$ cat src/rtl/ifu_fetch.sv
// ifu_fetch: instruction fetch unit with a PC, one outstanding memory request and a 1-entry stall buffer.
// Define IFU_PERF_CNT_EN to add the perf_fetch_o / perf_stall_o counters.
`ifndef INST_NOP
`define INST_NOP 32'h0000_0013
`endif

module ifu_fetch #(
    parameter logic [31:0] RESET_PC = 32'h0000_0000
) (
    input  logic        clk,
    input  logic        rst,
    input  logic        jump_en_i,
    input  logic [31:0] jump_addr_i,
    input  logic        hold_i,
    output logic        imem_req_o,
    output logic [31:0] imem_addr_o,
    input  logic        imem_gnt_i,
    input  logic        imem_rvalid_i,
    input  logic [31:0] imem_rdata_i,
    output logic [31:0] inst_o,
    output logic [31:0] inst_addr_o,
    output logic        inst_valid_o
`ifdef IFU_PERF_CNT_EN
    ,
    output logic [31:0] perf_fetch_o,
    output logic [31:0] perf_stall_o
`endif
);

    typedef enum logic [1:0] {S_IDLE, S_REQ, S_WAIT} state_t;

    state_t      state_reg, state_next;
    logic [31:0] pc_reg;
    logic [31:0] addr_q_reg;
    logic        kill_reg;
    logic        buf_valid_reg;
    logic [31:0] buf_inst_reg;
    logic [31:0] buf_addr_reg;
    logic [31:0] inst_reg;
    logic [31:0] inst_addr_reg;
    logic        inst_valid_reg;

    logic        req_fire;
    logic        resp;
    logic        resp_live;

    assign req_fire  = imem_req_o & imem_gnt_i;
    assign resp      = (state_reg == S_WAIT) & imem_rvalid_i;
    // A response is usable only if it was not killed by an earlier jump or by a jump right now.
    assign resp_live = resp & ~kill_reg & ~jump_en_i;

    always_ff @(posedge clk) begin
        if (rst) begin
            state_reg <= S_IDLE;
        end else begin
            state_reg <= state_next;
        end
    end

    // A jump never changes the state: a request granted in the jump cycle still has to be drained.
    always_comb begin
        state_next = state_reg;
        case (state_reg)
            S_IDLE:  state_next = S_REQ;
            S_REQ:   if (req_fire) state_next = S_WAIT;
            S_WAIT:  if (imem_rvalid_i) state_next = S_REQ;
            default: state_next = S_IDLE;
        endcase
    end

    // Issue is blocked while stalled and while the buffer still holds an undelivered word.
    always_comb begin
        imem_req_o  = (state_reg == S_REQ) && !hold_i && !buf_valid_reg;
        imem_addr_o = pc_reg;
    end

    always_ff @(posedge clk) begin
        if (rst) begin
            pc_reg         <= RESET_PC & ~32'h3;
            addr_q_reg     <= 32'h0;
            kill_reg       <= 1'b0;
            buf_valid_reg  <= 1'b0;
            buf_inst_reg   <= `INST_NOP;
            buf_addr_reg   <= 32'h0;
            inst_reg       <= `INST_NOP;
            inst_addr_reg  <= 32'h0;
            inst_valid_reg <= 1'b0;
        end else begin
            if (jump_en_i) begin
                pc_reg <= jump_addr_i & ~32'h3;
            end else if (req_fire) begin
                pc_reg <= pc_reg + 32'd4;
            end

            if (req_fire) begin
                addr_q_reg <= pc_reg;
            end

            if (jump_en_i) begin
                kill_reg <= ((state_reg == S_WAIT) && !imem_rvalid_i) || req_fire;
            end else if (resp) begin
                kill_reg <= 1'b0;
            end

            if (jump_en_i) begin
                buf_valid_reg  <= 1'b0;
                inst_reg       <= `INST_NOP;
                inst_addr_reg  <= 32'h0;
                inst_valid_reg <= 1'b0;
            end else if (hold_i) begin
                if (resp_live) begin
                    buf_valid_reg <= 1'b1;
                    buf_inst_reg  <= imem_rdata_i;
                    buf_addr_reg  <= addr_q_reg;
                end
            end else if (buf_valid_reg) begin
                buf_valid_reg  <= 1'b0;
                inst_reg       <= buf_inst_reg;
                inst_addr_reg  <= buf_addr_reg;
                inst_valid_reg <= 1'b1;
            end else if (resp_live) begin
                inst_reg       <= imem_rdata_i;
                inst_addr_reg  <= addr_q_reg;
                inst_valid_reg <= 1'b1;
            end else begin
                inst_reg       <= `INST_NOP;
                inst_valid_reg <= 1'b0;
            end
        end
    end

    assign inst_o       = inst_reg;
    assign inst_addr_o  = inst_addr_reg;
    assign inst_valid_o = inst_valid_reg;

`ifdef IFU_PERF_CNT_EN
    logic [31:0] perf_fetch_reg;
    logic [31:0] perf_stall_reg;

    always_ff @(posedge clk) begin
        if (rst) begin
            perf_fetch_reg <= 32'h0;
            perf_stall_reg <= 32'h0;
        end else begin
            if (resp_live) perf_fetch_reg <= perf_fetch_reg + 32'd1;
            if (hold_i)    perf_stall_reg <= perf_stall_reg + 32'd1;
        end
    end

    assign perf_fetch_o = perf_fetch_reg;
    assign perf_stall_o = perf_stall_reg;
`endif

endmodule

$ cat config.mk
export PLATFORM = sky130hd
export DESIGN_NAME = ifu_fetch
export DESIGN_NICKNAME = d
export VERILOG_FILES = /design/src/rtl/ifu_fetch.sv
export SDC_FILE = /design/constraint.sdc
export NUM_CORES = 1
export LEC_CHECK = 0
export ABC_AREA = 1
export CAP_MARGIN = 10
export CORE_MARGIN = 4
export CORE_UTILIZATION = 51
export DETAILED_ROUTE_END_ITERATION = 8
export PLACE_DENSITY = 0.8
export REMOVE_ABC_BUFFERS = 1
export SKIP_LAST_GASP = 1
export SLEW_MARGIN = 20
export SYNTH_ARGS = -nofsm -noshare
export SYNTH_HDL_FRONTEND = slang
export SYNTH_SLANG_ARGS = --single-unit
$ cat constraint.sdc
create_clock -name clk -period 1.6 [get_ports clk]
set_input_delay 0.24 -clock clk [delete_from_list [all_inputs] [get_ports clk]]
set_output_delay 0.24 -clock clk [all_outputs]
set_load 0.05 [all_outputs]
# Word-level counts from Yosys, hierarchy flattened
# Cells that the tools add are included.
[totals]
reg_bits = 197
in_bits = 70
out_inout_bits = 98
word_cells = 52
[classes]
add_sub_neg = 1
n_eq_ne = 4
n_mux = 13
n_bitwise = 7
reduce_logical = 16
[op_table]
columns = ["cell", "count"]
rows = [
  ["$mux W32", 6],
  ["$add A32 B3 Y32 const B", 1],
  ["$pmux W2 S3", 1],
  ["$reduce_bool A2 Y1", 3],
  ["$and A1 B1 Y1", 4],
  ["$mux W1", 4],
  ["$mux W2", 2],
  ["$ne A2 B2 Y1 const B", 2],
  ["$reduce_and A2 Y1", 2],
  ["$logic_and A1 B1 Y1", 3],
  ["$logic_not A1 Y1", 3],
  ["$not A1 Y1", 3],
  ["$reduce_and A3 Y1", 1],
  ["$reduce_or A3 Y1", 1],
  ["$eq A2 B1 Y1 const B", 1],
  ["$eq A2 B2 Y1 const B", 1],
  ["$logic_not A2 Y1", 1],
  ["$reduce_or A2 Y1", 1],
  ["$logic_or A1 B1 Y1", 1],
]

# Logic depth before layout (Yosys ltp)
# Gate-level depths: netlist of the first run.
[logic_depth]
depth_word = 6
mapped_depth = 11
mapped_depth_nobuf = 10

# Worst setup path after synthesis of the first run
# No wires, ideal clock.
[synth_timing]
path_type = "reg2reg"
start = "register pc_reg[3] (netlist: imem_addr_o[3])"
end = "register pc_reg[30] (netlist: imem_addr_o[30])"
setup_ns = 0.109
arrival_time_ns = 1.779
required_ns = 1.491
path_slack_ns = -0.288
stages_incl_launch_ff = 11
path_buffers = 0
synth_period_minus_slack_ns = 1.888
path_cell_list = "dfxtp_1 > ha_1 > nand3_2 > nor2_4 > nand2_4 > nor3_1 > nand2_1 > nand2_1 > nand3_1 > nand2_1 > inv_1"
[synth_via]
elab_chain_len = 3
[synth_rtl]
columns = ["element", "line_no", "rtl"]
rows = [
  ["start: declaration", "33", "logic [31:0] pc_reg;"],
  ["start signal: assignment", "79", "pc_reg <= RESET_PC & ~32'h3;"],
  ["start signal: assignment", "90", "pc_reg <= jump_addr_i & ~32'h3;"],
  ["start signal: assignment", "92", "pc_reg <= pc_reg + 32'd4;"],
  ["$add A32 B3 Y32", "92", ""],
  ["$mux W32", "91", "end else if (req_fire) begin"],
  ["$mux W32", "89", "if (jump_en_i) begin"],
]
# No other way between the ends. The select of a mux whose other input is x is not followed.
# A chain may end at the register's enable or synchronous reset.

# Worst setup path after layout of the first run
[layout_timing]
start = "register pc_reg[2] (netlist: imem_addr_o[2])"
end = "register pc_reg[24] (netlist: imem_addr_o[24])"
# Same word-level chain as after synthesis.

==> impl_metrics.py, run 1 <==
metrics = {
    "global_routing": {
        "grt_max_degree": 46,
        "grt_first_pass_wirelength_um": 39000,
        "grt_pass1_vias": 7680,
        "antenna_found_initial": 0,
        "grt_overflow_total": 0,
        "grt_usage_pct": 26.5,
    },
    "power_and_ir_drop": {
        "leakagePower_nw": 4.56,
        "power_density_nw_per_um2": 923,
        "ir_drop_v": 0.000841,
        "finalPower_w": 0.0103,
    },
    "yosys": {
        "synth_cells": 1124,
        "postSynthAreaPerCell_um2": 7.21,
        "async_flop_share_pct": 0,
        "ys_seq_area_share_pct": 46.7,
        "syn-cell-area_um2": 8100,
        "synth_flop_cell": "dfxtp_1",
        "synth_edf_count": 0,
        "synth_area_leaders": "dfxtp_1 (47%), o21ai_0 (12%), a21oi_1 (8.6%), nand2_1 (8.1%), nor2_1 (7.8%)",
        "synth_top_area_share_pct": 46.7,
        "synth_cell_types": 33,
        "synth_seq_cells": 189,
        "synth.largest_area_cell": "dfxtp_1",
        "yosys_warnings": 0,
    },
    "route": {
        "drt_iter0_drc": 667,
        "routed_wl_um": 24400,
        "vias": 8234,
        "drt_pass1_iterations": 5,
        "final_antenna_net_count": 0,
        "wire_per_inst_um": 15.7,
        "drcViolationCount": 0,
        "viasPerCell": 5.31,
    },
    "critical_path": {
        "cp_max_fo": 7,
        "rr_endpoint": "imem_addr_o[24]",
        "end_kind": "flip-flop",
        "cp_slowest_cell": "dfxtp_2",
        "start_kind": "flip-flop",
        "cp_data_arrival_time_ns": 1.92,
        "reg2reg_slack_ns": 0.01,
        "crit_required_ns": 1.93,
        "ff2ff_path_depth": 10,
        "r2r-start": "imem_addr_o[2]",
        "crit_type": "flip-flop to flip-flop",
        "path_cells": "ha_4 -> nand3_4 -> nor2_4 -> nand2_4 -> nor2_4 -> nand3_2 -> nand2_1 -> nand3_1 -> nand2_1 -> inv_1",
        "slowest_delay_ns": 0.37,
    },
    "clock_network": {
        "cts_tree": "done",
        "clockBufferDepth": 2,
        "numCtsBuffers": 17,
        "cts_sinks": 189,
        "root_buffer": "clkbuf_16",
        "cts.clk_slew.worst_paths_ns": 0.07,
        "htreeDepth": 4,
        "ctsHoldBuffers": 0,
        "clock_latency_ns": 0.43,
    },
    "layout": {
        "num_antenna_cells": 0,
        "num-nets-final": 1397,
        "nFillCells": 1166,
        "multiInputGateArea_um2": 3700,
        "ff_latch_area_um2": 3790,
        "drive_gt1_share_pct": 19.2,
        "syn_to_final_growth_pct": 37.7,
    },
    "placed_design": {
        "place.gp.congestion": 0.915,
        "pre_cts_ws_ns": -0.367,
        "portBuffers": 161,
        "hpwl_um": 17000,
    },
    "floorplanning": {
        "placementRows": 45,
        "die_h_um": 134,
        "fp.dieW_um": 134,
        "initial_utilization_pct": 52.7,
        "core_um2": 15400,
        "dieArea_um2": 18000,
        "io_pins": 168,
    },
    "timing": {
        "fin_crit_sh_pct": 99.3,
        "rsz0062_at_grt": "yes",
        "period_minus_slack_ns": 1.59,
        "hold_viol": 0,
        "fmax_ghz": 0.629,
        "fin_ws_ns": 0.0105,
        "setup_viol": 0,
        "skew_ns": 0.00912,
        "drv_slew": 0,
    },
    "hold_path": {
        "worstHoldPathCells": 3,
        "hold_end": "inst_o[11]",
        "hold_path.startpoint": "imem_rdata_i[11]",
        "min_path_type": "input port to flip-flop",
    },
    "outcome": {
        "outcome": "complete, no violations",
    },
    "run": {
        "max_cap_viol_count": 0,
    },
}
-- cell usage in the layout (no fill, tap or decap), drive strengths merged, types with 18 or more instances in the layout --
cell,count
dfxtp,189
o21ai,189
buf,188
nor2,179
nand2,178
a21oi,140
inv,90
clkdlybuf4s50,67
nand3,43
clkbuf,18
-- power by group --
part,leakage [nW],internal (W),switching (W)
Sequential,1.54,0.00482,0.0000900
Combinational,2.76,0.000599,0.000800
Clock,0.262,0.00214,0.00185
-- worst max-delay path by stage --
stage,startpoint,slack (ns),depth (start not counted),end
after global routing,state_reg[0],-0.05,10,buf_addr_reg[30]
after global placement,imem_rvalid_i,-0.36,11,inst_addr_o[10]
after detailed placement,hold_i,-0.37,7,imem_addr_o[21]
final,imem_addr_o[2],0.01,10,imem_addr_o[24]
after floorplan,buf_valid_reg,-2.07,7,inst_addr_o[10]
after CTS,buf_valid_reg,-0.02,5,imem_req_o
-- synth_stat cells, drive strengths merged (2+ instances only) --
cell,instances
a211oi,2
a21oi,140
a31oi,4
buf,34
clkbuf,41
dfxtp,189
inv,88
mux2i,8
nand2,178
nand3,43
nand4,6
nor2,179
nor3,2
o21ai,189
o22ai,3
xnor2,5
xor2,8
-- per-stage QoR --
stage                     instance area [um2]  hold WS (ns)  std cells  utilization, %  TNS [ns]
after CTS                               11000         0.378       1547            71.9   -0.0168
after floorplan                          7740         0.309       1052               -   -213.38
after detailed placement                10500         0.462       1515            68.2    -44.15
final                                   11200         0.387       1550            72.6         0
after global placement                  10500         0.451       1515            68.2    -38.14
after global routing                    11200         0.393       1550            72.6    -0.430
-- cell type report --
class,instances,share of cell area (%)
tap,211,2.37
inverter,89,2.99
timing repair buffer,255,22.5
clock buffer,18,3.85
sequential,189,34.0
clock inverter,14,1.08
multi-input combinational,774,33.2
-- routing by layer --
metal | vias up | share of wire [%] | GRT usage (%)
li1 | 4064 | - | -
met5 | - | 0 | 0
met2 | 362 | 45 | 42.5
met4 | 0 | 2.5 | 7.92
met1 | 3748 | 43 | 35.5
met3 | 60 | 9.3 | 6.86
-- worst max-delay path: cells and delay by family (launching register included) --
family	cells	cell delay [ns]
DFF	1	0.37
buffers and inverters	1	0.04
and+or+nand+nor	8	0.92
adders and majority gates	1	0.16
-- repair_timing --
item,4_1_cts,5_1_grt
pin swaps,1,4
endpoints found under the setup margin,3,80
setup buffers,0,3
gates cloned,0,0
resized for setup,4,28
-- kinds of logic after synthesis --
kind of cell | after synthesis | share of synthesized area, %
AND/OR/NAND/NOR | 408 | 20.7
multiplexers | 8 | 0.989
other | 1 | 0.0463
buffers and inverters | 164 | 8.76
XOR/XNOR | 13 | 1.41
AO/OA/AOI/OAI | 340 | 21.3
flip-flops | 189 | 46.7
adder cells (fa/ha/maj) | 1 | 0.154
No activity file was read; power rests on OpenSTA's default activity.
==> run 2: changes to the inputs <==
--- a/config.mk
+++ b/config.mk
@@ -5,7 +5,6 @@
 export SDC_FILE = /design/constraint.sdc
 export NUM_CORES = 1
 export LEC_CHECK = 0
-export ABC_AREA = 1
 export CAP_MARGIN = 10
 export CORE_MARGIN = 4
 export CORE_UTILIZATION = 51
@@ -17,3 +16,4 @@
 export SYNTH_ARGS = -nofsm -noshare
 export SYNTH_HDL_FRONTEND = slang
 export SYNTH_SLANG_ARGS = --single-unit
+export TNS_END_PERCENT = 30
==> run 2 against run 1 <==
Effect of this change: the flow now finishes with violations (setup timing); sequential share of layout area is 1.4 points lower; global-route usage down 1.2 points; wire length grew 11%; fmax shrank 17%; sequential power fell by 0.8%; synthesized cell count fell by 18%; setup slack lost 0.33 ns; flip-flop and latch count did not move; clock skew about the same; critical endpoint is now imem_addr_o[3].
==> impl_metrics.py, run 2 <==
metrics = {
    "run": {
        "max_cap_viol_count": 0,
    },
    "critical_path": {
        "crit_required_ns": 1.92,
        "crit_type": "flip-flop to flip-flop",
        "path_buf_inv": 4,
        "worst-path-stages": 8,
        "cp_top_family": "simple AND/OR/NAND/NOR gates",
        "cp_max_fo": 5,
        "reg2reg_slack_ns": -0.32,
        "path_cells": "nor4b_4 -> buf_6 -> buf_6 -> buf_4 -> and2_4 -> buf_8 -> nand2_2 -> a311oi_2",
        "start_kind": "flip-flop",
        "slowest_delay_ns": 0.39,
        "cp_slowest_cell": "a311oi_2",
        "ff2ff_path_depth": 8,
        "end_kind": "flip-flop",
        "cp_data_arrival_time_ns": 2.23,
        "crit_top_cell": "buf_6",
    },
    "hold_path": {
        "min_path_type": "input port to flip-flop",
        "worstHoldPathCells": 3,
    },
    "power_and_ir_drop": {
        "p_switching_w": 0.00282,
        "seq_power_share_pct": 45.8,
        "p_int_w": 0.00780,
        "ir_drop_v": 0.000823,
        "p_sw_share_pct": 26.6,
        "leakagePower_nw": 4.37,
        "power_density_nw_per_um2": 913,
        "clkPwrFrac_pct": 40.6,
        "p_comb_share_pct": 13.6,
    },
    "placed_design": {
        "portBuffers": 161,
        "dp_cells": 1269,
        "hpwl_um": 14000,
        "pre_cts_ws_ns": -0.334,
        "place.gp.congestion": 0.863,
        "dpl_cell_area_um2": 9950,
    },
    "clock_network": {
        "clock_latency_ns": 0.44,
        "clockBufferDepth": 2,
        "htreeDepth": 4,
        "numCtsBuffers": 17,
        "cts_sinks": 189,
        "cts_tree": "done",
        "root_buffer": "clkbuf_16",
        "cts.clk_slew.worst_paths_ns": 0.07,
        "ctsHoldBuffers": 0,
    },
    "route": {
        "routed_wl_um": 27000,
        "viasPerCell": 5.98,
        "drt_iter0_drc": 748,
        "final_antenna_net_count": 0,
        "wire_per_inst_um": 20.3,
        "drt_pass1_iterations": 7,
        "drcViolationCount": 0,
        "vias": 7953,
    },
    "layout": {
        "ff_latch_area_um2": 3790,
        "post-route-cell-area_um2": 11600,
        "multiInputGateArea_um2": 4180,
        "syn_to_final_growth_pct": 51.5,
        "final_cell_count_no_fill": 1329,
        "num-nets-final": 1203,
        "num_antenna_cells": 0,
        "layout_common_cells": "nand2_1 (202), dfxtp_1 (183), buf_4 (143), a21oi_1 (93), clkdlybuf4s50_1 (65)",
        "nFillCells": 881,
        "drive_gt1_share_pct": 29.0,
        "layout_commonest_cell": "nand2_1",
    },
    "floorplanning": {
        "io_pins": 168,
        "fp.dieW_um": 131,
        "initial_utilization_pct": 52.4,
        "die_h_um": 131,
        "dieArea_um2": 17100,
        "core_um2": 14600,
        "placementRows": 44,
    },
    "timing": {
        "tightest_slew_ns": 0.730,
        "hold_viol": 0,
        "fin_crit_sh_pct": 120,
        "period_minus_slack_ns": 1.92,
        "slew_headroom_pct": 51.3,
        "drv_slew": 0,
        "tns_ns": -11.11,
        "fin_ws_ns": -0.318,
        "skew_ns": 0.00894,
        "setup_viol": 123,
        "fmax_ghz": 0.521,
        "hold_slack_ns": 0.347,
        "rsz0062_at_grt": "yes",
    },
    "yosys": {
        "synth_top_area_share_pct": 49.3,
        "syn-cell-area_um2": 7670,
        "ys_seq_area_share_pct": 49.3,
        "synth_flop_cell": "dfxtp_1",
        "async_flop_share_pct": 0,
        "synth_cells": 918,
        "yosys_warnings": 0,
        "yosysMostFrequentCell": "nand2_1",
        "ys_top_cells_by_count": "nand2_1 (208), dfxtp_1 (189), a21oi_1 (100)",
        "synth.largest_area_cell": "dfxtp_1",
        "synth_edf_count": 0,
        "synth_cell_types": 37,
        "synth_area_leaders": "dfxtp_1 (49%), nand2_1 (10%), a21oi_1 (6.5%), a211oi_1 (4.8%), mux2i_1 (4.4%)",
        "synth_seq_cells": 189,
        "postSynthAreaPerCell_um2": 8.36,
    },
    "outcome": {
        "outcome": "finished with violations",
        "violations": "setup timing",
    },
    "global_routing": {
        "grt_first_pass_wirelength_um": 34600,
        "grt_max_degree": 82,
        "antenna_found_initial": 2,
        "grt_overflow_total": 0,
        "grt_pass1_vias": 6959,
        "grt_usage_pct": 25.3,
    },
}
## run 2: changes by cell type after synthesis, moves of 29 or more
cell	previous run	this run
o21ai_0	188	2
nor2_1	169	65
inv_1	84	4
a211oi_1	2	49
a21oi_1	140	100
nor3_1	2	38
nand2_1	175	208
nand3_1	41	10
nor2b_1	0	31
a221oi_1	0	29
clkbuf_1	39	68
## run 2: area by class of cell
type	instances	share of cell area (%)
clock buffers	18	3.78
clock inverters	14	1.36
inverters	4	0.129
multi-input cells	649	35.9
flip-flops and latches	189	32.6
well taps	184	1.98
repair buffers	271	24.2
## run 2: final timing paths
path                      end        startpoint
min          buf_addr_reg[15]               rst
max reg2reg    imem_addr_o[3]     buf_valid_reg
max            imem_addr_o[3]     buf_valid_reg
min reg2reg  buf_addr_reg[15]  buf_addr_reg[15]
## run 2: cell families after synthesis
group,Yosys count,share of synthesized area (%)
AO/OA/AOI/OAI,189,15.7
flip-flops,189,49.3
adder cells (fa/ha/maj),1,0.163
buffers and inverters,83,4.25
XOR/XNOR,28,3.20
other,1,0.0489
multiplexers,34,4.43
AND/OR/NAND/NOR,393,22.9
## run 2: power by group through the flow
stage          registers, W  clock network [W]  logic [W]
2_1_floorplan       0.00524                  0   0.000286
3_3_place_gp        0.00496                  0    0.00125
3_5_place_dp        0.00496                  0    0.00126
4_1_cts             0.00486            0.00431    0.00130
5_1_grt             0.00487            0.00452    0.00151
6_report            0.00487            0.00431    0.00145
## run 2: worst reg2reg max path, delay by kind of cell (launching register included)
kind            cells  cell delay [ns]
simple gates        3             0.53
compound gates      1             0.39
flops               1             0.36
buf+inv             4             0.51
## run 2: layer usage
| layer | GRT usage (%) | share of wire [%] |
|---|---|---|
| met5 | 0 | 0.11 |
| met4 | 7.62 | 3.4 |
| met3 | 6.34 | 8.8 |
| met2 | 41.3 | 48 |
| met1 | 33.4 | 39 |
## run 2: what timing repair did
| action | CTS | global route |
|---|---|---|
| buffers inserted | 4 | 14 |
| endpoints found under the hold margin | 0 | 0 |
| endpoints found under the setup margin | 83 | 185 |
| resized for setup | 49 | 94 |
| gates cloned | 0 | 10 |
| pin swaps | 22 | 67 |
## run 2: stage by stage
step	util (%)	total power, W
global route	79.4	0.0109
detailed placement	67.9	0.00622
global placement	67.9	0.00621
finish	79.4	0.0106
floorplan	-	0.00553
CTS	73.9	0.0105
